==> src/rtl/imem_loader_ctrl.sv <==
// Boot loader: parses a little-endian word-count header from the UART byte stream,
// packs payload bytes into 32-bit instruction-memory writes and holds the core until done.
// Optional trailing XOR checksum byte is enabled by defining LOADER_CHECKSUM_EN.
module imem_loader_ctrl #(
  parameter int ADDR_W    = 14,
  parameter int BASE_ADDR = 0,
  parameter int MAX_WORDS = 16346
) (
  input  logic              clk,
  input  logic              rst,
  input  logic [7:0]        rx_data,
  input  logic              rx_valid,
  output logic              imem_we,
  output logic [ADDR_W-1:0] imem_waddr,
  output logic [31:0]       imem_wdata,
  output logic              core_hold,
  output logic              load_done,
  output logic              load_err,
  output logic [ADDR_W:0]   words_loaded
);

`ifdef LOADER_CHECKSUM_EN
  typedef enum logic [2:0] {
    S_HDR  = 3'd0,
    S_LOAD = 3'd1,
    S_CHK  = 3'd2,
    S_DONE = 3'd3,
    S_ERR  = 3'd4
  } state_e;
`else
  typedef enum logic [2:0] {
    S_HDR  = 3'd0,
    S_LOAD = 3'd1,
    S_DONE = 3'd3,
    S_ERR  = 3'd4
  } state_e;
`endif

  localparam logic [ADDR_W-1:0] BASE_A = ADDR_W'(BASE_ADDR);
  localparam logic [31:0]       MAX_N  = 32'(MAX_WORDS);
  localparam logic [ADDR_W:0]   WL_ONE = {{ADDR_W{1'b0}}, 1'b1};

  state_e              state_q, state_d;
  logic [1:0]          idx_q, idx_d;
  logic [23:0]         buf_q, buf_d;
  logic [ADDR_W:0]     n_q, n_d;
  logic                we_q, we_d;
  logic [ADDR_W-1:0]   waddr_q, waddr_d;
  logic [31:0]         wdata_q, wdata_d;
  logic                hold_q, hold_d;
  logic                done_q, done_d;
  logic                err_q, err_d;
  logic [ADDR_W:0]     wl_q, wl_d;
  logic [31:0]         cur_word;
  logic [ADDR_W:0]     wl_inc;
`ifdef LOADER_CHECKSUM_EN
  logic [7:0]          csum_q, csum_d;
`endif

  always_comb begin
    state_d  = state_q;
    idx_d    = idx_q;
    buf_d    = buf_q;
    n_d      = n_q;
    we_d     = 1'b0;
    waddr_d  = waddr_q;
    wdata_d  = wdata_q;
    hold_d   = hold_q;
    done_d   = done_q;
    err_d    = err_q;
    wl_d     = wl_q;
`ifdef LOADER_CHECKSUM_EN
    csum_d   = csum_q;
`endif
    // The byte arriving now completes the little-endian word held in buf_q.
    cur_word = {rx_data, buf_q};
    wl_inc   = wl_q + WL_ONE;

    case (state_q)
      S_HDR: begin
        if (rx_valid) begin
          buf_d = {rx_data, buf_q[23:8]};
          idx_d = idx_q + 2'd1;
          if (idx_q == 2'd3) begin
            if (cur_word > MAX_N) begin
              state_d = S_ERR;
              err_d   = 1'b1;
            end else if (cur_word == 32'd0) begin
`ifdef LOADER_CHECKSUM_EN
              state_d = S_CHK;
`else
              state_d = S_DONE;
              done_d  = 1'b1;
              hold_d  = 1'b0;
`endif
            end else begin
              state_d = S_LOAD;
              n_d     = cur_word[ADDR_W:0];
            end
          end
        end
      end

      S_LOAD: begin
        if (rx_valid) begin
          buf_d = {rx_data, buf_q[23:8]};
          idx_d = idx_q + 2'd1;
`ifdef LOADER_CHECKSUM_EN
          csum_d = csum_q ^ rx_data;
`endif
          if (idx_q == 2'd3) begin
            we_d    = 1'b1;
            waddr_d = BASE_A + wl_q[ADDR_W-1:0];
            wdata_d = cur_word;
            wl_d    = wl_inc;
            // Release waits one cycle in DONE so the final write is retired first.
            if (wl_inc == n_q) begin
`ifdef LOADER_CHECKSUM_EN
              state_d = S_CHK;
`else
              state_d = S_DONE;
`endif
            end
          end
        end
      end

`ifdef LOADER_CHECKSUM_EN
      S_CHK: begin
        if (rx_valid) begin
          if (rx_data == csum_q) begin
            state_d = S_DONE;
            done_d  = 1'b1;
            hold_d  = 1'b0;
          end else begin
            state_d = S_ERR;
            err_d   = 1'b1;
          end
        end
      end
`endif

      S_DONE: begin
        done_d = 1'b1;
        hold_d = 1'b0;
      end

      S_ERR: begin
        err_d  = 1'b1;
        hold_d = 1'b1;
      end

      default: state_d = S_HDR;
    endcase
  end

  // Control and output registers
  always_ff @(posedge clk) begin
    if (rst) begin
      state_q <= S_HDR;
      idx_q   <= 2'd0;
      we_q    <= 1'b0;
      waddr_q <= '0;
      wdata_q <= '0;
      hold_q  <= 1'b1;
      done_q  <= 1'b0;
      err_q   <= 1'b0;
      wl_q    <= '0;
`ifdef LOADER_CHECKSUM_EN
      csum_q  <= 8'h00;
`endif
    end else begin
      state_q <= state_d;
      idx_q   <= idx_d;
      we_q    <= we_d;
      waddr_q <= waddr_d;
      wdata_q <= wdata_d;
      hold_q  <= hold_d;
      done_q  <= done_d;
      err_q   <= err_d;
      wl_q    <= wl_d;
`ifdef LOADER_CHECKSUM_EN
      csum_q  <= csum_d;
`endif
    end
  end

  // Byte assembly and word count; always fully refilled before use after reset
  always_ff @(posedge clk) begin
    buf_q <= buf_d;
    n_q   <= n_d;
  end

  assign imem_we      = we_q;
  assign imem_waddr   = waddr_q;
  assign imem_wdata   = wdata_q;
  assign core_hold    = hold_q;
  assign load_done    = done_q;
  assign load_err     = err_q;
  assign words_loaded = wl_q;

endmodule

==> config.mk <==
export PLATFORM = sky130hd
export DESIGN_NAME = imem_loader_ctrl
export DESIGN_NICKNAME = d
export VERILOG_FILES = /design/src/rtl/imem_loader_ctrl.sv
export SDC_FILE = /design/constraint.sdc
export NUM_CORES = 1
export LEC_CHECK = 0
export CORE_ASPECT_RATIO = 1.5
export CORE_UTILIZATION = 57
export CTS_CLUSTER_SIZE = 12
export DETAILED_ROUTE_END_ITERATION = 6
export PLACE_DENSITY = 0.85
export RECOVER_POWER = 25
export SYNTH_ARGS = -nofsm -noshare
export SYNTH_HDL_FRONTEND = slang
export SYNTH_SLANG_ARGS = --single-unit
==> constraint.sdc <==
create_clock -name clk -period 9.92 [get_ports clk]
set_clock_uncertainty 0.05 [all_clocks]
set_input_delay 1.488 -clock clk [delete_from_list [all_inputs] [get_ports clk]]
set_output_delay 1.488 -clock clk [all_outputs]
set_load 0.005 [all_outputs]
==> impl_metrics.csv, run 1 <==
group,metric,value,unit
final_layout,drive_gt1_share,6.346,%
global_route,grt_pass1_wl,15.55,mm
yosys,ys_types,51,
final_layout,finalNetCount,528,
global_route,grt_max_degree,67,
routing,avgRoutedWirePerCell,15.70,µm
sta,setup_violations,0,
floorplan,fp-row-count,39,
setup_path,reg2reg_depth,7,
yosys,synth_fa_ha_area_share,0.5616,%
floorplan,num_io_pins,76,
setup_path,start_kind,"input pin",
setup_path,timing.rr.end,"words_loaded[13]",
clocking,numClockSinks,109,
sta,rsz0062_at_grt,"false",
yosys,synth_nets,470,
yosys,netlist_area,4456,µm²
setup_path,r2r_slack,6.95,ns
final_layout,nFillCells,600,
clocking,cts_setup_buffers,0,
floorplan,dieWidth,74.19,µm
yosys,syn_inst,457,
sta,tightest_slew,1.204,ns
clocking,cts_resized,0,
setup_path,crit_fanout,52,
yosys,synth_mux_area_share,0.7020,%
floorplan,dieArea,8182,µm²
setup_path,cp-end-kind,"flip-flop",
yosys,synth_seq_area_share,57.74,%
pwr,p_leak,1.805,nW
pwr,p_sw,207.9,µW
final_layout,multi_input_area,1745,µm²
yosys,synth_top_family_by_area,"simple AND/OR/NAND/NOR gates",
routing,first_pass_iters,5,
final_layout,final_util,72.09,%
pwr,seq_power_share,58.3,%
clocking,cts_hold_buf,0,
place,hpwl,6.720,mm
pwr,peakVddDrop,0.0001683,V
pwr,internal_power,681.2,µW
clocking,htree_levels,3,
final_layout,antenna_cells,0,
setup_path,endpoint,"words_loaded[13]",
sta,setup_tns,0,ns
routing,drcViolationCount,0,
sta,slew_headroom,19.76,%
sta,period_share,40.50,%
clocking,cts_made_buffers,9,
routing,vias,3510,
clocking,path_clk_slew,0.07,ns
yosys,ys_async_sr_fraction,0,%
global_route,grt_use_total,25.85,%
routing,wl,9.768,mm
routing,vias_per_cell,5.643,
final_layout,syn_to_final_growth,23.17,%
yosys,synth-simple-area-share,21.93,%
clocking,cts_root_buf,"clkbuf_16",
pwr,p_sw_share,23.38,%
clocking,clk_path_buf_depth,2,
routing,ant_nets,0,
yosys,synth_flop_cell,"dfxtp_1",
setup_path,critPathRequiredTime,10.11,ns
clocking,cts_tree,"built",
place,routabilityCongestion,0.8222,
floorplan,initial_core_util,58.53,%
global_route,grt_pass1_vias,3268,
routing,drtIter0Drc,215,
pwr,combPwrFrac,4.8,%
floorplan,fp.dieH,110.3,µm
yosys,ys_seq_elements,109,
setup_path,crit_arrival,4.21,ns
place,numPortBuffers,75,
sta,hold_violations,0,
final_layout,regArea,2572,µm²
hold_path,hold_path.class,"reg -> reg",
yosys,synth_edf_count,39,
yosys,yosys_warnings,0,
global_route,grt_overflow,0,
setup_path,cp-startpoint,"rx_valid",
pwr,pwr-share-clk,36.9,%
yosys,synth_compound_area_share,10.42,%
pwr,power-per-cell-area,162.0,nW/µm²
sta,post-route-min-period,4.017,ns
final_layout,mostFrequentLayoutCell,"nand2_1",
floorplan,core,7612,µm²
global_route,grt_antenna_before_repair,0,
setup_path,r2r_start,"state_q[2]",
final_layout,most-common-layout-cells,"nand2_1 (109), dfxtp_1 (70), a21oi_1 (54)",
setup_path,path_class,"in -> reg",
outcome,status,"completed",
sta,drv_slew,0,
yosys,avgSynthCellArea,9.750,µm²
run,drv_cap,0,
yosys,synth_xor_area_share,5.279,%
clocking,clock_latency,0.35,ns
sta,max_freq,248.9,MHz
cells in the mapped netlist, drive strengths merged (6+ instances only):
cell type	instances	share of area [%]
dfxtp	70	31
nor4	9	1.5
nand2	109	9.2
a21oi	54	6.1
o21ai	7	0.79
or4	6	1.1
nor3	6	0.67
nand3	8	0.90
nor2	26	2.2
edfxtp	39	26
xor2	9	1.9
clkbuf	11	0.93
buf	20	2.4
nand4	11	1.7
xnor2	17	3.3
per-stage QoR:
| step | std cells | cell area (µm²) | setup WS (ns) | hold WS, ns | power [mW] |
|---|---|---|---|---|---|
| final | 622 | 5488 | 5.903 | 0.4026 | 0.8892 |
| after global routing | 622 | 5488 | 5.671 | 0.4255 | 0.9208 |
| after CTS | 622 | 5488 | 5.880 | 0.4056 | 0.8938 |
| after detailed placement | 606 | 5218 | 5.561 | 0.3963 | 0.5716 |
| after global placement | 606 | 5218 | 5.655 | 0.3862 | 0.5683 |
| after floorplan | 457 | 4456 | 5.828 | 0.3905 | 0.5482 |
logic make-up after synthesis:
kind of cell / Yosys count
compound gates: 81
xor+xnor: 26
fa+ha+maj: 2
buf+inv: 32
flops: 109
mux: 3
simple gates: 204
critical path, stage by stage:
cell and delay [ns]:
clkdlybuf4s50_1 0.50, and2_1 0.94, and3_2 0.32, buf_4 0.46, nand3_1 0.17, xnor2_1 0.16
and2_1 0.15
power by group through the flow:
stage | Clock [mW] | Combinational [mW] | Sequential, mW
global route | 0.351 | 0.0481 | 0.521
CTS | 0.332 | 0.0440 | 0.518
detailed placement | 0 | 0.0437 | 0.528
finish | 0.328 | 0.0425 | 0.518
floorplan | 0 | 0.0302 | 0.518
global placement | 0 | 0.0416 | 0.527
layout make-up:
type	count	area share [%]
sequential	109	46.88
multi-input combinational	316	31.81
timing repair buffer	78	14.00
clock buffer	11	4.241
tap	102	2.326
clock inverter	5	0.6840
inverter	1	0.06840
routing by layer:
layer	wire length [µm]	track usage, %	part of all wire, %	up-vias
li1	-	-	-	1710
met1	3695	27.99	38	1671
met2	5419	45.45	55	108
met3	366	5.545	3.7	21
met4	286	15.25	2.9	0
met5	0	0	0	-
sequential cells by signal (all words and copies together) (netlist names):
signal and count:
n_q 15, imem_wdata 32, state_q 3, load_err 1
core_hold 1, words_loaded 15, buf_q 24, idx_q 2
imem_waddr 14, imem_we 1, load_done 1
worst min-delay path by stage:
stage / start / endpoint / cells past startpoint / slack [ns]
after floorplan: buf_q[21] / buf_q[13] / 0 / 0.39
after global placement: load_err / load_err / 1 / 0.39
after detailed placement: imem_waddr[4] / imem_waddr[4] / 2 / 0.40
after CTS: imem_waddr[4] / imem_waddr[4] / 2 / 0.41
after global routing: imem_wdata[1] / imem_wdata[1] / 2 / 0.43
final: load_err / load_err / 1 / 0.40
Power figures use the tool's default switching activity.
==> inputs of run 2 (changes only) <==
- CORE_UTILIZATION: 57 -> 47
- PLACE_DENSITY: 0.85 -> 0.75
- clock period: 9.92 -> 3.3 ns (I/O delays scaled with it)
==> impl_metrics.csv, run 2 (synthesized netlist as in run 1, its figures left out) <==
group,metric,value,unit
outcome,status,"completed",
sta,rsz0062_at_grt,"false",
global_route,grt_pass1_vias,3211,
final_layout,finalNetCount,532,
clocking,cts_resized,0,
global_route,grt_use_total,21.83,%
hold_path,hold_path.class,"reg -> reg",
routing,drtIter0Drc,187,
floorplan,fp-row-count,43,
clocking,cts_hold_buf,0,
sta,post-route-min-period,2.481,ns
setup_path,worstPathCellList,"nor2_1 > and2_0 > clkbuf_1 > mux2i_1 > nor2_1",
setup_path,cp_top_family,"buffers and inverters",
routing,vias_per_cell,5.489,
sta,drv_slew,0,
setup_path,critPathRequiredTime,3.46,ns
final_layout,drive_gt1_share,6.489,%
routing,vias,3491,
floorplan,initial_core_util,48.43,%
pwr,total_power,2.746,mW
routing,ant_nets,0,
clocking,path_clk_slew,0.07,ns
place,hpwl,7.175,mm
routing,first_pass_iters,4,
global_route,grt_pass1_wl,15.88,mm
routing,avgRoutedWirePerCell,15.66,µm
clocking,cts_made_buffers,9,
setup_path,slowest_stage,"clkbuf_1",
sta,slew_headroom,8.996,%
clocking,cts_tree,"built",
setup_path,crit_fanout,26,
place,place_inst,620,
place,place_ws,0.7707,ns
global_route,grt_antenna_before_repair,0,
sta,period_share,75.18,%
run,drv_cap,0,
global_route,grt_max_degree,43,
setup_path,crit_arrival,2.64,ns
global_route,grt_overflow,0,
routing,wl,9.958,mm
final_layout,most-common-layout-cells,"nand2_1 (109), dfxtp_1 (70), clkdlybuf4s50_1 (66)",
floorplan,core,9200,µm²
sta,hold_violations,0,
clocking,cts_setup_buffers,0,
setup_path,crit_top_cell,"nor2_1",
setup_path,start_kind,"flip-flop",
sta,tightest_slew,1.365,ns
pwr,p_leak,1.782,nW
place,numPortBuffers,75,
floorplan,num_io_pins,76,
setup_path,cp-startpoint,"state_q[2]",
setup_path,cp-end-kind,"flip-flop",
clocking,cts_root_buf,"clkbuf_16",
setup_path,path_buf_inv,1,
sta,setup_tns,0,ns
setup_path,max_stage_delay,1.02,ns
clocking,htree_levels,3,
place,routabilityCongestion,0.8695,
final_layout,stdcell_count,636,
hold_path,min_from,"imem_waddr[13]",
routing,drcViolationCount,0,
final_layout,largest_reg_flops,32,
floorplan,dieArea,9881,µm²
clocking,clock_latency,0.35,ns
final_layout,mostFrequentLayoutCell,"nand2_1",
floorplan,dieWidth,81.50,µm
pwr,peakVddDrop,0.0003288,V
setup_path,path_class,"reg -> reg",
final_layout,syn_to_final_growth,24.77,%
sta,worst_slack,0.8189,ns
sta,max_freq,403.1,MHz
clocking,numClockSinks,109,
sta,setup_violations,0,
final_layout,antenna_cells,0,
clocking,clk_path_buf_depth,2,
floorplan,fp.dieH,121.2,µm
pwr,power-per-cell-area,494.0,nW/µm²
setup_path,r2r_start,"state_q[2]",
==> run 2: stage by stage <==
| stage | utilization [%] | hold WS [ns] | instance area [µm²] |
|---|---|---|---|
| after floorplan | - | 0.3905 | 4462 |
| after global placement | 57.31 | 0.3903 | 5273 |
| after CTS | 60.49 | 0.4057 | 5565 |
| after global routing | 60.42 | 0.4143 | 5559 |
| final | 60.42 | 0.4038 | 5559 |
| after detailed placement | 57.31 | 0.3958 | 5273 |
==> run 2: path summary, 6_finish.rpt <==
path | endpoint | slack (ns) | depth (start not counted)
worst max-delay path | idx_q[1] | 0.82 | 5
worst min-delay path | imem_waddr[13] | 0.40 | 2
worst max register to register | idx_q[1] | 0.82 | 5
worst min register to register | imem_waddr[13] | 0.40 | 2
==> run 2: worst register-to-register path: stages, from the launching register on <==
cell      delay [ns]
dfxtp_1         0.36
nor2_1          0.30
and2_0          0.27
clkbuf_1        1.02
mux2i_1         0.29
nor2_1          0.06
==> run 2: area by class of cell <==
class | instances | area (µm²)
clock buffer | 11 | 232.7
clock inverter | 5 | 60.06
fill | 759 | 3641
inverter | 1 | 3.754
multi-input combinational | 316 | 1743
sequential | 109 | 2572
tap | 112 | 140.1
timing repair buffer | 82 | 807.0
==> run 2: routing by layer <==
| layer | routed length (µm) | up-vias | part of all wire [%] | GRT usage (%) |
|---|---|---|---|---|
| met5 | 0 | - | 0 | 0 |
| met4 | 361 | 0 | 3.6 | 11.05 |
| met3 | 452 | 26 | 4.5 | 5.263 |
| met2 | 5320 | 109 | 53 | 38.44 |
| met1 | 3823 | 1639 | 38 | 23.55 |
| li1 | - | 1717 | - | - |
==> run 2: report_power, final <==
part	total, mW	internal [mW]	switching, mW
sequential	1.56	1.49	0.0717
clock	1.06	0.592	0.466
combinational	0.129	0.0449	0.0843
total	2.75	2.12	0.622
==> inputs of run 3 (changes only) <==
- clock period: 3.3 -> 2 ns (I/O delays scaled with it)
==> impl_metrics.csv, run 3 (synthesized netlist as in run 1, its figures left out) <==
group,metric,value,unit
sta,period_share,107.6,%
place,place_ws,-0.2943,ns
global_route,grt_use_total,23.60,%
floorplan,core,9200,µm²
setup_path,cp-end-kind,"flip-flop",
clocking,numClockSinks,109,
final_layout,antenna_cells,0,
hold_path,hold_depth,4,
sta,drv_slew,0,
global_route,grt_pass1_vias,3575,
final_layout,finalNetCount,586,
clocking,clk_path_buf_depth,2,
final_layout,most-common-layout-cells,"nand2_1 (109), clkdlybuf4s50_1 (67), dfxtp_1 (61)",
setup_path,r2r_start,"buf_q[15]",
place,place_inst,666,
final_layout,drive_gt1_share,19.06,%
clocking,cts_made_buffers,9,
setup_path,worstPathCellList,"or4_4 > nor3_4 > o211ai_1 > nor4_4 > buf_4 > clkbuf_16",
setup_path,slowest_stage,"or4_4",
setup_path,crit_fanout,7,
global_route,grt_pass1_wl,17.31,mm
clocking,cts_tree,"built",
place,hpwl,7.821,mm
global_route,grt_max_degree,36,
setup_path,timing.rr.end,"n_q[3]",
sta,slew_headroom,72.50,%
routing,drtIter0Drc,151,
final_layout,mostFrequentLayoutCell,"nand2_1",
floorplan,initial_core_util,48.43,%
floorplan,dieWidth,81.50,µm
clocking,path_clk_slew,0.07,ns
setup_path,max_stage_delay,0.56,ns
routing,vias_per_cell,5.448,
setup_path,r2r_slack,-0.15,ns
setup_path,start_kind,"flip-flop",
setup_path,path_class,"reg -> reg",
run,drv_cap,0,
final_layout,final_util,66.64,%
sta,tightest_slew,0.4116,ns
clocking,cts_hold_buf,0,
outcome,violations,"negative setup slack",
clocking,cts_root_buf,"clkbuf_16",
hold_path,hold_path.class,"in -> reg",
floorplan,dieArea,9881,µm²
routing,first_pass_iters,6,
routing,ant_nets,0,
setup_path,critPathRequiredTime,2.02,ns
global_route,grt_antenna_before_repair,0,
final_layout,largest_reg_flops,32,
routing,drcViolationCount,0,
final_layout,stdcell_count,689,
sta,max_freq,464.6,MHz
routing,vias,3754,
clocking,htree_levels,3,
hold_path,min_to,"state_q[0]",
final_layout,syn_to_final_growth,37.60,%
global_route,grt_overflow,0,
routing,avgRoutedWirePerCell,16.31,µm
final_layout,nFillCells,726,
floorplan,num_io_pins,76,
place,numPortBuffers,75,
final_layout,regArea,2586,µm²
sta,hold_violations,0,
sta,worst_slack,-0.1523,ns
sta,rsz0062_at_grt,"true",
sta,setup_violations,18,
sta,post-route-min-period,2.152,ns
pwr,power-per-cell-area,748.7,nW/µm²
hold_path,min_from,"rst",
pwr,peakVddDrop,0.0006273,V
setup_path,reg2reg_depth,6,
pwr,p_leak,2.081,nW
sta,whs,0.2718,ns
outcome,status,"finished, violations left",
clocking,clock_latency,0.35,ns
floorplan,fp.dieH,121.2,µm
final_layout,multi_input_area,1886,µm²
floorplan,fp-row-count,43,
place,routabilityCongestion,0.8635,
setup_path,cp-startpoint,"buf_q[15]",
routing,wl,11.24,mm
setup_path,crit_arrival,2.17,ns
[run 3: critical path: cells and delay by family, from the launching register on]
family	cells	cell delay [ns]
AOI/OAI and AO/OA	1	0.20
buffers and inverters	2	0.34
DFF	1	0.39
and+or+nand+nor	3	0.89
[run 3: report_power, final]
part	total [mW]	internal [mW]	switching, mW
clock network	1.70	0.923	0.778
registers	2.56	2.45	0.111
logic	0.326	0.141	0.185
total	4.59	3.52	1.07
[run 3: final cells by class]
cell class                      count  share of cell area, %
Sequential cell                   109                  42.18
Multi-Input combinational cell    316                  30.76
Timing Repair Buffer              136                  20.08
Clock buffer                       11                  4.143
Tap cell                          112                  2.286
Clock inverter                      4                 0.4898
Inverter                            1                0.06122
[run 3: per-layer routing]
layer  global-route usage, %  vias up  wire, µm
li1                        -     1821         -
met1                   25.09     1790      4312
met2                   42.45      118      6158
met3                   5.188       25       423
met4                   11.61        0       344
met5                       0        -         0
[run 3: what timing repair did]
item / 4_1_cts / 5_1_grt
setup endpoints to repair: 18 / 19
cloned: 0 / 1
buffers inserted: 3 / 4
pin swaps: 10 / 5
gates resized for setup: 19 / 16
[run 3: how the worst max path moves through the flow]
stage,slack [ns],cells past startpoint,end
after CTS,-0.04,5,n_q[5]
after global routing,-0.25,6,n_q[1]
final,-0.15,6,n_q[3]
after global placement,-0.20,6,n_q[2]
after floorplan,-0.23,4,n_q[0]
after detailed placement,-0.29,7,state_q[1]
[run 3: metrics by stage]
step | power [mW] | setup TNS [ns] | area [µm²]
after detailed placement | 2.906 | -3.248 | 5644
after floorplan | 2.721 | -3.508 | 4476
final | 4.590 | -2.184 | 6131
after CTS | 4.611 | -0.5293 | 6041
after global routing | 4.740 | -4.009 | 6131
after global placement | 2.890 | -3.357 | 5644
